### src/rtl/mem_access_stage_if.sv
// Data-memory bus between the memory-access stage (master) and the data memory (slave).
interface mem_access_stage_if #(
  parameter int XLEN = 32
);
  logic            dmem_req;
  logic            dmem_we;
  logic [XLEN-1:0] dmem_addr;
  logic [XLEN-1:0] dmem_wdata;
  logic [3:0]      dmem_be;
  logic [XLEN-1:0] dmem_rdata;
  logic            dmem_ack;

  modport master (
    output dmem_req, dmem_we, dmem_addr, dmem_wdata, dmem_be,
    input  dmem_rdata, dmem_ack
  );

  modport slave (
    input  dmem_req, dmem_we, dmem_addr, dmem_wdata, dmem_be,
    output dmem_rdata, dmem_ack
  );
endinterface

### src/rtl/mem_access_stage.sv
// Memory-access stage: loads/stores over a req/ack bus, registered MW_ writeback bundle.
// Optional bus timeout is enabled by defining BUS_TIMEOUT_EN.
module mem_access_stage #(
  parameter int XLEN           = 32,
  parameter int TIMEOUT_CYCLES = 16
) (
  input  logic                clk,
  input  logic                rst,
  input  logic                EM_valid,
  input  logic [XLEN-1:0]     EM_Result,
  input  logic [XLEN-1:0]     EM_store_data,
  input  logic                EM_mem_read,
  input  logic                EM_mem_write,
  input  logic [1:0]          EM_size,
  input  logic                EM_unsigned,
  input  logic [4:0]          EM_rd,
  input  logic                EM_reg_write,
  output logic                EM_ready,
  mem_access_stage_if.master  dmem,
  output logic                MW_valid,
  output logic [XLEN-1:0]     MW_data,
  output logic [4:0]          MW_rd,
  output logic                MW_reg_write,
  output logic                MW_misaligned,
  output logic                MW_bus_error
);

  typedef enum logic [0:0] {S_IDLE = 1'b0, S_WAIT = 1'b1} state_t;

  state_t state_r, state_nxt_s;

  logic            req_r, req_nxt_s;
  logic            we_r, we_nxt_s;
  logic [XLEN-1:0] addr_r, addr_nxt_s;
  logic [XLEN-1:0] wdata_r, wdata_nxt_s;
  logic [3:0]      be_r, be_nxt_s;

  logic            mw_valid_r, mw_valid_nxt_s;
  logic [XLEN-1:0] mw_data_r, mw_data_nxt_s;
  logic [4:0]      mw_rd_r, mw_rd_nxt_s;
  logic            mw_rw_r, mw_rw_nxt_s;
  logic            mw_mis_r, mw_mis_nxt_s;
  logic            mw_berr_r, mw_berr_nxt_s;

  // Context of the outstanding transaction, needed when the ack returns
  logic            ld_r, ld_nxt_s;
  logic [1:0]      ld_off_r, ld_off_nxt_s;
  logic [1:0]      ld_size_r, ld_size_nxt_s;
  logic            ld_uns_r, ld_uns_nxt_s;
  logic [4:0]      ctx_rd_r, ctx_rd_nxt_s;
  logic            ctx_rw_r, ctx_rw_nxt_s;

  logic accept_s;
  logic is_mem_s;
  logic is_load_s;
  logic misaligned_s;
  logic timeout_s;

  function automatic logic [XLEN-1:0] load_select(input logic [XLEN-1:0] rdata,
                                                  input logic [1:0] off,
                                                  input logic [1:0] size,
                                                  input logic uns);
    logic [7:0]  b;
    logic [15:0] h;
    b = rdata[{off, 3'b000} +: 8];
    h = rdata[{off[1], 4'b0000} +: 16];
    case (size)
      2'b00:   load_select = uns ? {{(XLEN-8){1'b0}}, b} : {{(XLEN-8){b[7]}}, b};
      2'b01:   load_select = uns ? {{(XLEN-16){1'b0}}, h} : {{(XLEN-16){h[15]}}, h};
      default: load_select = rdata;
    endcase
  endfunction

  function automatic logic [3:0] store_be(input logic [1:0] size, input logic [1:0] off);
    case (size)
      2'b00:   store_be = 4'b0001 << off;
      2'b01:   store_be = 4'b0011 << {off[1], 1'b0};
      default: store_be = 4'b1111;
    endcase
  endfunction

  function automatic logic [XLEN-1:0] store_wdata(input logic [1:0] size, input logic [XLEN-1:0] sd);
    case (size)
      2'b00:   store_wdata = {(XLEN/8){sd[7:0]}};
      2'b01:   store_wdata = {(XLEN/16){sd[15:0]}};
      default: store_wdata = sd;
    endcase
  endfunction

  assign EM_ready  = (state_r == S_IDLE) && !rst;
  assign accept_s  = EM_valid && EM_ready;
  assign is_mem_s  = EM_mem_write || EM_mem_read;
  assign is_load_s = EM_mem_read && !EM_mem_write;

  // Alignment check on the effective address
  always_comb begin
    misaligned_s = 1'b0;
    case (EM_size)
      2'b00:   misaligned_s = 1'b0;
      2'b01:   misaligned_s = EM_Result[0];
      default: misaligned_s = |EM_Result[1:0];
    endcase
  end

`ifdef BUS_TIMEOUT_EN
  localparam int CNT_W = $clog2(TIMEOUT_CYCLES + 1);
  logic [CNT_W-1:0] wait_cnt_r;

  // Counts WAIT cycles without ack; cleared while idle so it restarts on every WAIT entry
  always_ff @(posedge clk) begin
    if (rst) begin
      wait_cnt_r <= {CNT_W{1'b0}};
    end else if (state_r == S_IDLE) begin
      wait_cnt_r <= {CNT_W{1'b0}};
    end else if (!dmem.dmem_ack) begin
      wait_cnt_r <= wait_cnt_r + CNT_W'(1);
    end else begin
      wait_cnt_r <= wait_cnt_r;
    end
  end

  assign timeout_s = (state_r == S_WAIT) && !dmem.dmem_ack &&
                     (wait_cnt_r == CNT_W'(TIMEOUT_CYCLES - 1));
`else
  assign timeout_s = 1'b0;
`endif

  // A zero-cycle timeout is meaningless; nothing to build for sane values
  if (TIMEOUT_CYCLES < 1) begin : g_timeout_cfg
  end

  // State register
  always_ff @(posedge clk) begin
    if (rst) begin
      state_r <= S_IDLE;
    end else begin
      state_r <= state_nxt_s;
    end
  end

  // Next-state logic
  always_comb begin
    state_nxt_s = state_r;
    case (state_r)
      S_IDLE: begin
        if (accept_s && is_mem_s && !misaligned_s) begin
          state_nxt_s = S_WAIT;
        end else begin
          state_nxt_s = S_IDLE;
        end
      end
      S_WAIT: begin
        if (dmem.dmem_ack || timeout_s) begin
          state_nxt_s = S_IDLE;
        end else begin
          state_nxt_s = S_WAIT;
        end
      end
      default: state_nxt_s = S_IDLE;
    endcase
  end

  // Output/next-value logic; exception flags and MW_valid are single-cycle
  always_comb begin
    req_nxt_s      = req_r;
    we_nxt_s       = we_r;
    addr_nxt_s     = addr_r;
    wdata_nxt_s    = wdata_r;
    be_nxt_s       = be_r;
    mw_valid_nxt_s = 1'b0;
    mw_data_nxt_s  = mw_data_r;
    mw_rd_nxt_s    = mw_rd_r;
    mw_rw_nxt_s    = mw_rw_r;
    mw_mis_nxt_s   = 1'b0;
    mw_berr_nxt_s  = 1'b0;
    ld_nxt_s       = ld_r;
    ld_off_nxt_s   = ld_off_r;
    ld_size_nxt_s  = ld_size_r;
    ld_uns_nxt_s   = ld_uns_r;
    ctx_rd_nxt_s   = ctx_rd_r;
    ctx_rw_nxt_s   = ctx_rw_r;
    case (state_r)
      S_IDLE: begin
        if (accept_s && !is_mem_s) begin
          mw_valid_nxt_s = 1'b1;
          mw_data_nxt_s  = EM_Result;
          mw_rd_nxt_s    = EM_rd;
          mw_rw_nxt_s    = EM_reg_write;
        end else if (accept_s && misaligned_s) begin
          mw_valid_nxt_s = 1'b1;
          mw_data_nxt_s  = EM_Result;
          mw_rd_nxt_s    = EM_rd;
          mw_rw_nxt_s    = 1'b0;
          mw_mis_nxt_s   = 1'b1;
        end else if (accept_s) begin
          req_nxt_s     = 1'b1;
          we_nxt_s      = EM_mem_write;
          addr_nxt_s    = {EM_Result[XLEN-1:2], 2'b00};
          be_nxt_s      = is_load_s ? 4'b1111 : store_be(EM_size, EM_Result[1:0]);
          wdata_nxt_s   = is_load_s ? {XLEN{1'b0}} : store_wdata(EM_size, EM_store_data);
          ld_nxt_s      = is_load_s;
          ld_off_nxt_s  = EM_Result[1:0];
          ld_size_nxt_s = EM_size;
          ld_uns_nxt_s  = EM_unsigned;
          ctx_rd_nxt_s  = EM_rd;
          ctx_rw_nxt_s  = EM_reg_write;
        end else begin
          req_nxt_s = 1'b0;
        end
      end
      S_WAIT: begin
        if (dmem.dmem_ack) begin
          req_nxt_s      = 1'b0;
          mw_valid_nxt_s = 1'b1;
          mw_rd_nxt_s    = ctx_rd_r;
          mw_data_nxt_s  = ld_r ? load_select(dmem.dmem_rdata, ld_off_r, ld_size_r, ld_uns_r)
                                : {XLEN{1'b0}};
          mw_rw_nxt_s    = ld_r ? ctx_rw_r : 1'b0;
        end else if (timeout_s) begin
          req_nxt_s      = 1'b0;
          mw_valid_nxt_s = 1'b1;
          mw_rd_nxt_s    = ctx_rd_r;
          mw_data_nxt_s  = {XLEN{1'b0}};
          mw_rw_nxt_s    = 1'b0;
          mw_berr_nxt_s  = 1'b1;
        end else begin
          req_nxt_s = 1'b1;
        end
      end
      default: req_nxt_s = 1'b0;
    endcase
  end

  // Output and transaction-context registers
  always_ff @(posedge clk) begin
    if (rst) begin
      req_r      <= 1'b0;
      we_r       <= 1'b0;
      addr_r     <= {XLEN{1'b0}};
      wdata_r    <= {XLEN{1'b0}};
      be_r       <= 4'b0000;
      mw_valid_r <= 1'b0;
      mw_data_r  <= {XLEN{1'b0}};
      mw_rd_r    <= 5'd0;
      mw_rw_r    <= 1'b0;
      mw_mis_r   <= 1'b0;
      mw_berr_r  <= 1'b0;
      ld_r       <= 1'b0;
      ld_off_r   <= 2'b00;
      ld_size_r  <= 2'b00;
      ld_uns_r   <= 1'b0;
      ctx_rd_r   <= 5'd0;
      ctx_rw_r   <= 1'b0;
    end else begin
      req_r      <= req_nxt_s;
      we_r       <= we_nxt_s;
      addr_r     <= addr_nxt_s;
      wdata_r    <= wdata_nxt_s;
      be_r       <= be_nxt_s;
      mw_valid_r <= mw_valid_nxt_s;
      mw_data_r  <= mw_data_nxt_s;
      mw_rd_r    <= mw_rd_nxt_s;
      mw_rw_r    <= mw_rw_nxt_s;
      mw_mis_r   <= mw_mis_nxt_s;
      mw_berr_r  <= mw_berr_nxt_s;
      ld_r       <= ld_nxt_s;
      ld_off_r   <= ld_off_nxt_s;
      ld_size_r  <= ld_size_nxt_s;
      ld_uns_r   <= ld_uns_nxt_s;
      ctx_rd_r   <= ctx_rd_nxt_s;
      ctx_rw_r   <= ctx_rw_nxt_s;
    end
  end

  assign dmem.dmem_req   = req_r;
  assign dmem.dmem_we    = we_r;
  assign dmem.dmem_addr  = addr_r;
  assign dmem.dmem_wdata = wdata_r;
  assign dmem.dmem_be    = be_r;
  assign MW_valid        = mw_valid_r;
  assign MW_data         = mw_data_r;
  assign MW_rd           = mw_rd_r;
  assign MW_reg_write    = mw_rw_r;
  assign MW_misaligned   = mw_mis_r;
  assign MW_bus_error    = mw_berr_r;

endmodule
### src/flat_wrapper.sv
// flat-port wrapper written by rule: the top's interface ports become plain ports
module mem_access_stage_flat 
#(
  parameter int XLEN           = 32,
  parameter int TIMEOUT_CYCLES = 16
)
  (clk, rst, EM_valid, EM_Result, EM_store_data, EM_mem_read, EM_mem_write, EM_size, EM_unsigned, EM_rd, EM_reg_write, EM_ready, MW_valid, MW_data, MW_rd, MW_reg_write, MW_misaligned, MW_bus_error, dmem_dmem_req, dmem_dmem_we, dmem_dmem_addr, dmem_dmem_wdata, dmem_dmem_be, dmem_dmem_rdata, dmem_dmem_ack);
  mem_access_stage_if #(.XLEN(XLEN)) dmem_i ();
  input  logic clk;
  input  logic rst;
  input  logic EM_valid;
  input  logic [XLEN-1:0] EM_Result;
  input  logic [XLEN-1:0] EM_store_data;
  input  logic EM_mem_read;
  input  logic EM_mem_write;
  input  logic [1:0] EM_size;
  input  logic EM_unsigned;
  input  logic [4:0] EM_rd;
  input  logic EM_reg_write;
  output logic EM_ready;
  output logic MW_valid;
  output logic [XLEN-1:0] MW_data;
  output logic [4:0] MW_rd;
  output logic MW_reg_write;
  output logic MW_misaligned;
  output logic MW_bus_error;
  output wire logic [$bits(dmem_i.dmem_req)-1:0] dmem_dmem_req;
  output wire logic [$bits(dmem_i.dmem_we)-1:0] dmem_dmem_we;
  output wire logic [$bits(dmem_i.dmem_addr)-1:0] dmem_dmem_addr;
  output wire logic [$bits(dmem_i.dmem_wdata)-1:0] dmem_dmem_wdata;
  output wire logic [$bits(dmem_i.dmem_be)-1:0] dmem_dmem_be;
  input wire logic [$bits(dmem_i.dmem_rdata)-1:0] dmem_dmem_rdata;
  input wire logic [$bits(dmem_i.dmem_ack)-1:0] dmem_dmem_ack;
  assign dmem_dmem_req = dmem_i.dmem_req;
  assign dmem_dmem_we = dmem_i.dmem_we;
  assign dmem_dmem_addr = dmem_i.dmem_addr;
  assign dmem_dmem_wdata = dmem_i.dmem_wdata;
  assign dmem_dmem_be = dmem_i.dmem_be;
  assign dmem_i.dmem_rdata = dmem_dmem_rdata;
  assign dmem_i.dmem_ack = dmem_dmem_ack;
  mem_access_stage #(.XLEN(XLEN), .TIMEOUT_CYCLES(TIMEOUT_CYCLES)) u_core (.clk(clk), .rst(rst), .EM_valid(EM_valid), .EM_Result(EM_Result), .EM_store_data(EM_store_data), .EM_mem_read(EM_mem_read), .EM_mem_write(EM_mem_write), .EM_size(EM_size), .EM_unsigned(EM_unsigned), .EM_rd(EM_rd), .EM_reg_write(EM_reg_write), .EM_ready(EM_ready), .dmem(dmem_i), .MW_valid(MW_valid), .MW_data(MW_data), .MW_rd(MW_rd), .MW_reg_write(MW_reg_write), .MW_misaligned(MW_misaligned), .MW_bus_error(MW_bus_error));
endmodule
### config.mk
export PLATFORM = sky130hd
export DESIGN_NAME = mem_access_stage_flat
export DESIGN_NICKNAME = d
export VERILOG_FILES = /design/src/rtl/mem_access_stage_if.sv /design/src/rtl/mem_access_stage.sv /design/src/flat_wrapper.sv
export SDC_FILE = /design/constraint.sdc
export NUM_CORES = 1
export LEC_CHECK = 0
export CELL_PAD_IN_SITES_DETAIL_PLACEMENT = 1
export CELL_PAD_IN_SITES_GLOBAL_PLACEMENT = 1
export CORE_MARGIN = 2
export CORE_UTILIZATION = 26
export DETAILED_ROUTE_END_ITERATION = 10
export PLACE_DENSITY = 0.69
export SETUP_SLACK_MARGIN = 0.2
export SLEW_MARGIN = 20
export SYNTH_ARGS = -nofsm -noshare
export SYNTH_HDL_FRONTEND = slang
export SYNTH_SLANG_ARGS = --single-unit
export TNS_END_PERCENT = 100
### constraint.sdc
create_clock -name clk -period 2.5 [get_ports clk]
set_input_delay 0.5 -clock clk [delete_from_list [all_inputs] [get_ports clk]]
set_output_delay 0.5 -clock clk [all_outputs]
set_load 0.005 [all_outputs]
==> flow_results.org <==
** Outcome
- The run finished with clean final reports.

** GRT
- Overflow left after global routing :: 0
- The via count of the first global-routing pass was 6,237.
- The first global-routing pass estimated 36.6 mm of wire.
- Tot GR Track Use :: 0.196
- The initial antenna violation count is 1.
- Entering global routing, the biggest net connects 48 pins.

** Synth
- In this run, synthesis produced a sequential element count of 121.
- Post-synthesis sequential area ratio :: 0.405
- Leading register cell type out of synthesis :: dfxtp_1
- In this run the cell area of the synthesized design comes to 0.00598 mm^2.
- Of the total synthesized cell area, the portion taken by AND, OR, NAND and NOR gates is 0.228.
- By area, the combinational part of the netlist is dominated by simple AND/OR/NAND/NOR gates.
- Synth top cells by count :: dfxtp_1 (121), nand2_1 (121), a21oi_1 (65), mux2i_1 (39), nand2b_1 (34)
- Of the total synthesized cell area, the portion taken by XOR and XNOR cells is 0.
- Share of synthesized area spent on multiplexers :: 0.101
- Post-synthesis async set-or-reset flop share :: 0
- The complex-gate fraction of the synthesized area was 0.208.
- Number of warning messages in the yosys log :: 0
- Post-Syn Instances :: around 700
- Of the total synthesized cell area, the portion taken by full adders, half adders and majority gates is 0.
- Cell variety after synth :: 54
- The synthesized design contains 0 enable-type register cells.
- The average instance in the mapped netlist occupies 8.51 um^2.
- Area share of the largest cell type after synthesis :: 0.405
- Sorting the synthesized cells by area gives the leading types as dfxtp_1 (40%), nand2_1 (7.6%), mux2i_1 (6.5%).
- Synth area leader :: dfxtp_1

** STA
- Maximum clock skew at final layout :: 0.0146 ns
- Dividing the final minimum period by the clock period gives 0.826.
- Setup total negative slack :: 0 ns
- The final-report hold violation count is 0.
- Setup repair after global routing left no endpoint under its margin.
- For the pin with the worst max-slew slack, the measured transition is slightly below 0.6 ns.
- Setup violations remaining at the end of the flow were counted as 0.
- The total count of max-transition violations in the final report came to 0.
- Tightest slew margin relative to the limit :: 0.606
- Based on the critical path, the design can be clocked at up to 485 MHz.
- The clock period could shrink to 2.06 ns.

** Clocking
- Deepest level of the CTS H-tree :: 4
- # Post-CTS Setup Buffers :: 0
- Clock root cell :: clkbuf_16
- CTS saw 121 sinks.
- No sink is reached through more buffers than the 2 on the longest clock path.
- Cells resized by post-CTS repair :: 0
- After clock tree synthesis, the clock-pin slew on the worst setup and hold paths is ~0.060 ns.
- Clock tree from TritonCTS :: yes
- TritonCTS Buffers :: 17
- The later pin in the worst-skew pair is clocked with a latency of ~0.42 ns.
- The number of hold buffers added after CTS was 0.

** Worst hold path
- For hold timing, the worst endpoint is u_core.dmem.dmem_be[1].
- In this run the most critical hold path is launched from u_core.dmem.dmem_be[1].
- The worst hold path was traced through 2 stages.
- The min-delay analysis places its worst path in the category flop to flop.

** Critical path
- At the worst endpoint, the arrival time is about 1.6 ns.
- Counting cells, the worst reg-to-reg path comes to 6.
- The startpoint identified for the worst register-to-register timing path is u_core.ld_off_r[1].
- Data required time at the worst endpoint :: 2.00 ns
- Reg-to-reg critical path endpoint :: u_core.MW_data[8]
- Worst-case register-to-register setup slack :: 0.67 ns
- Worst Setup End Kind :: output pin
- The worst setup path is of the flop to output pin kind.
- Kind of launch point of the worst setup path :: flop
- Largest fanout on the critical path :: 7

** Layout
- N_diodes :: 0
- Net count, final :: 1,027
- Counting the fill cells in the layout gives 2,612.
- Multi-input gate area in the final layout :: 0.00323 mm^2
- Post-route cell area :: 0.00928 mm^2
- Non-filler instance count after layout :: 1,212
- Across the whole layout, storage elements account for 0.00242 mm^2.
- Fraction of final layout cells with drive strength greater than 1 :: 0.115
- Layout overhead on the synthesized area :: 55.2%
- Measured on the finished design, the core utilization comes to 0.410.

** Die
- Die X-Extent :: 156 um
- Row generation in the floorplan step produced 55 rows.
- Starting density of the core :: 0.264
- The die covers 0.0242 mm^2.
- Die height :: 156 um
- Number of top-level pins :: 223
- The total area inside the core boundary comes to 0.0226 mm^2.

** Drt
- Number of design rule violations left after detail routing :: 0
- Via count :: 6,013
- The final layout contains routed wiring with a total length of 23.7 mm.
- Number of detailed-routing iterations run before antenna repair :: 4
- In this run, the number of DRC markers left after iteration 0 of detailed routing was between 200 and 250.
- After detailed routing, the number of vias per cell comes to 4.96.
- Dividing the detail-routed wire length by the instance count gives 19.5 um.
- Number of nets with antenna violations after routing :: 0

** Placement
- Summing all placed instances gives a cell area of 0.00862 mm^2.
- Including well taps, the total number of placed cells is about 1,200.
- Count of port buffers added during placement :: 219
- At the end of routability-driven placement, the weighted congestion stood at 0.800.
- DP Wirelength :: 17.4 mm

** Power and ir drop
- Max rail drop VDD :: roughly 0.34 mV
- In this run the static leakage power is approximately 3.2 nW.
- Ratio of total power to cell area :: 623 mW/mm^2

** Job
- Across the run, the number of max-cap violations was 0.
worst max-delay path, stage by stage (launching register included):
cell and delay (ns):
dfxtp_1 0.32, buf_4 0.16, nor2_1 0.11, clkdlybuf4s50_1 0.56
metrics by stage:
stage | setup WS (ns) | hold WS [ns] | total power [mW]
2_1_floorplan | 0.581 | 0.429 | 2.49
3_3_place_gp | 0.113 | 0.429 | 3.02
3_5_place_dp | 0.0717 | 0.438 | 3.03
4_1_cts | 0.378 | 0.446 | 5.86
5_1_grt | 0.314 | 0.464 | 6.04
6_report | 0.436 | 0.442 | 5.78
where the power goes:
part | internal, mW | total (mW) | switching (mW)
clock network | 1.89 | 2.80 | 0.917
logic | 0.504 | 0.916 | 0.412
registers | 2.01 | 2.06 | 0.0497
total | 4.40 | 5.78 | 1.38
cell usage in the layout (no fill, tap or decap), types with 20 or more instances in the layout:
master / synthesis / routed
nand2_1: 121 / 121
o21ai_0: 21 / 21
a21oi_1: 65 / 65
buf_4: 5 / 29
clkdlybuf4s50_1: 0 / 218
dfxtp_1: 121 / 121
nor2_1: 31 / 31
nor2b_1: 21 / 21
mux2i_1: 39 / 39
nor3_1: 20 / 20
nand2b_1: 34 / 34
metal layers:
| layer | global-route usage | routed length, um | vias up |
|---|---|---|---|
| li1 | - | - | 2906 |
| met1 | 0.239 | 10100 | 2904 |
| met2 | 0.325 | 11100 | 192 |
| met3 | 0.0842 | 2260 | 11 |
| met4 | 0.0349 | 155 | 0 |
| met5 | 0 | 0 | - |
cell type report:
cell class,instances,share of cell area
tap,285,0.0384
clock buffer,22,0.0532
sequential,121,0.261
timing repair buffer,257,0.280
clock inverter,8,0.0178
multi-input combinational,514,0.347
inverter,5,0.00202
cells by family after synthesis:
group / Yosys count
and+or+nand+nor: 279
AOI/OAI and AO/OA: 176
DFF: 121
buffers and inverters: 70
muxes: 56
other: 1
registers in the layout (all words and copies together), names as in the netlist:
register / cells
u_core.dmem.dmem_be: 4
u_core.state_r: 1
u_core.ctx_rw_r: 1
u_core.dmem.dmem_wdata: 32
u_core.MW_reg_write: 1
u_core.MW_rd: 5
u_core.ld_off_r: 2
u_core.ctx_rd_r: 5
u_core.MW_data: 32
u_core.dmem.dmem_addr: 30
u_core.ld_uns_r: 1
u_core.dmem.dmem_req: 1
u_core.dmem.dmem_we: 1
u_core.MW_valid: 1
u_core.ld_size_r: 2
u_core.ld_r: 1
u_core.MW_misaligned: 1
worst max-delay path by stage:
stage	start	end	slack (ns)	cells past startpoint
floorplan	rst	EM_ready	0.58	4
global placement	EM_valid	u_core.MW_data[17]	0.11	6
detailed placement	EM_valid	u_core.MW_data[17]	0.07	6
CTS	u_core.state_r	EM_ready	0.38	3
global route	u_core.state_r	EM_ready	0.31	3
finish	u_core.state_r	EM_ready	0.44	3
Note: power is estimated with default switching activity, not from simulation.
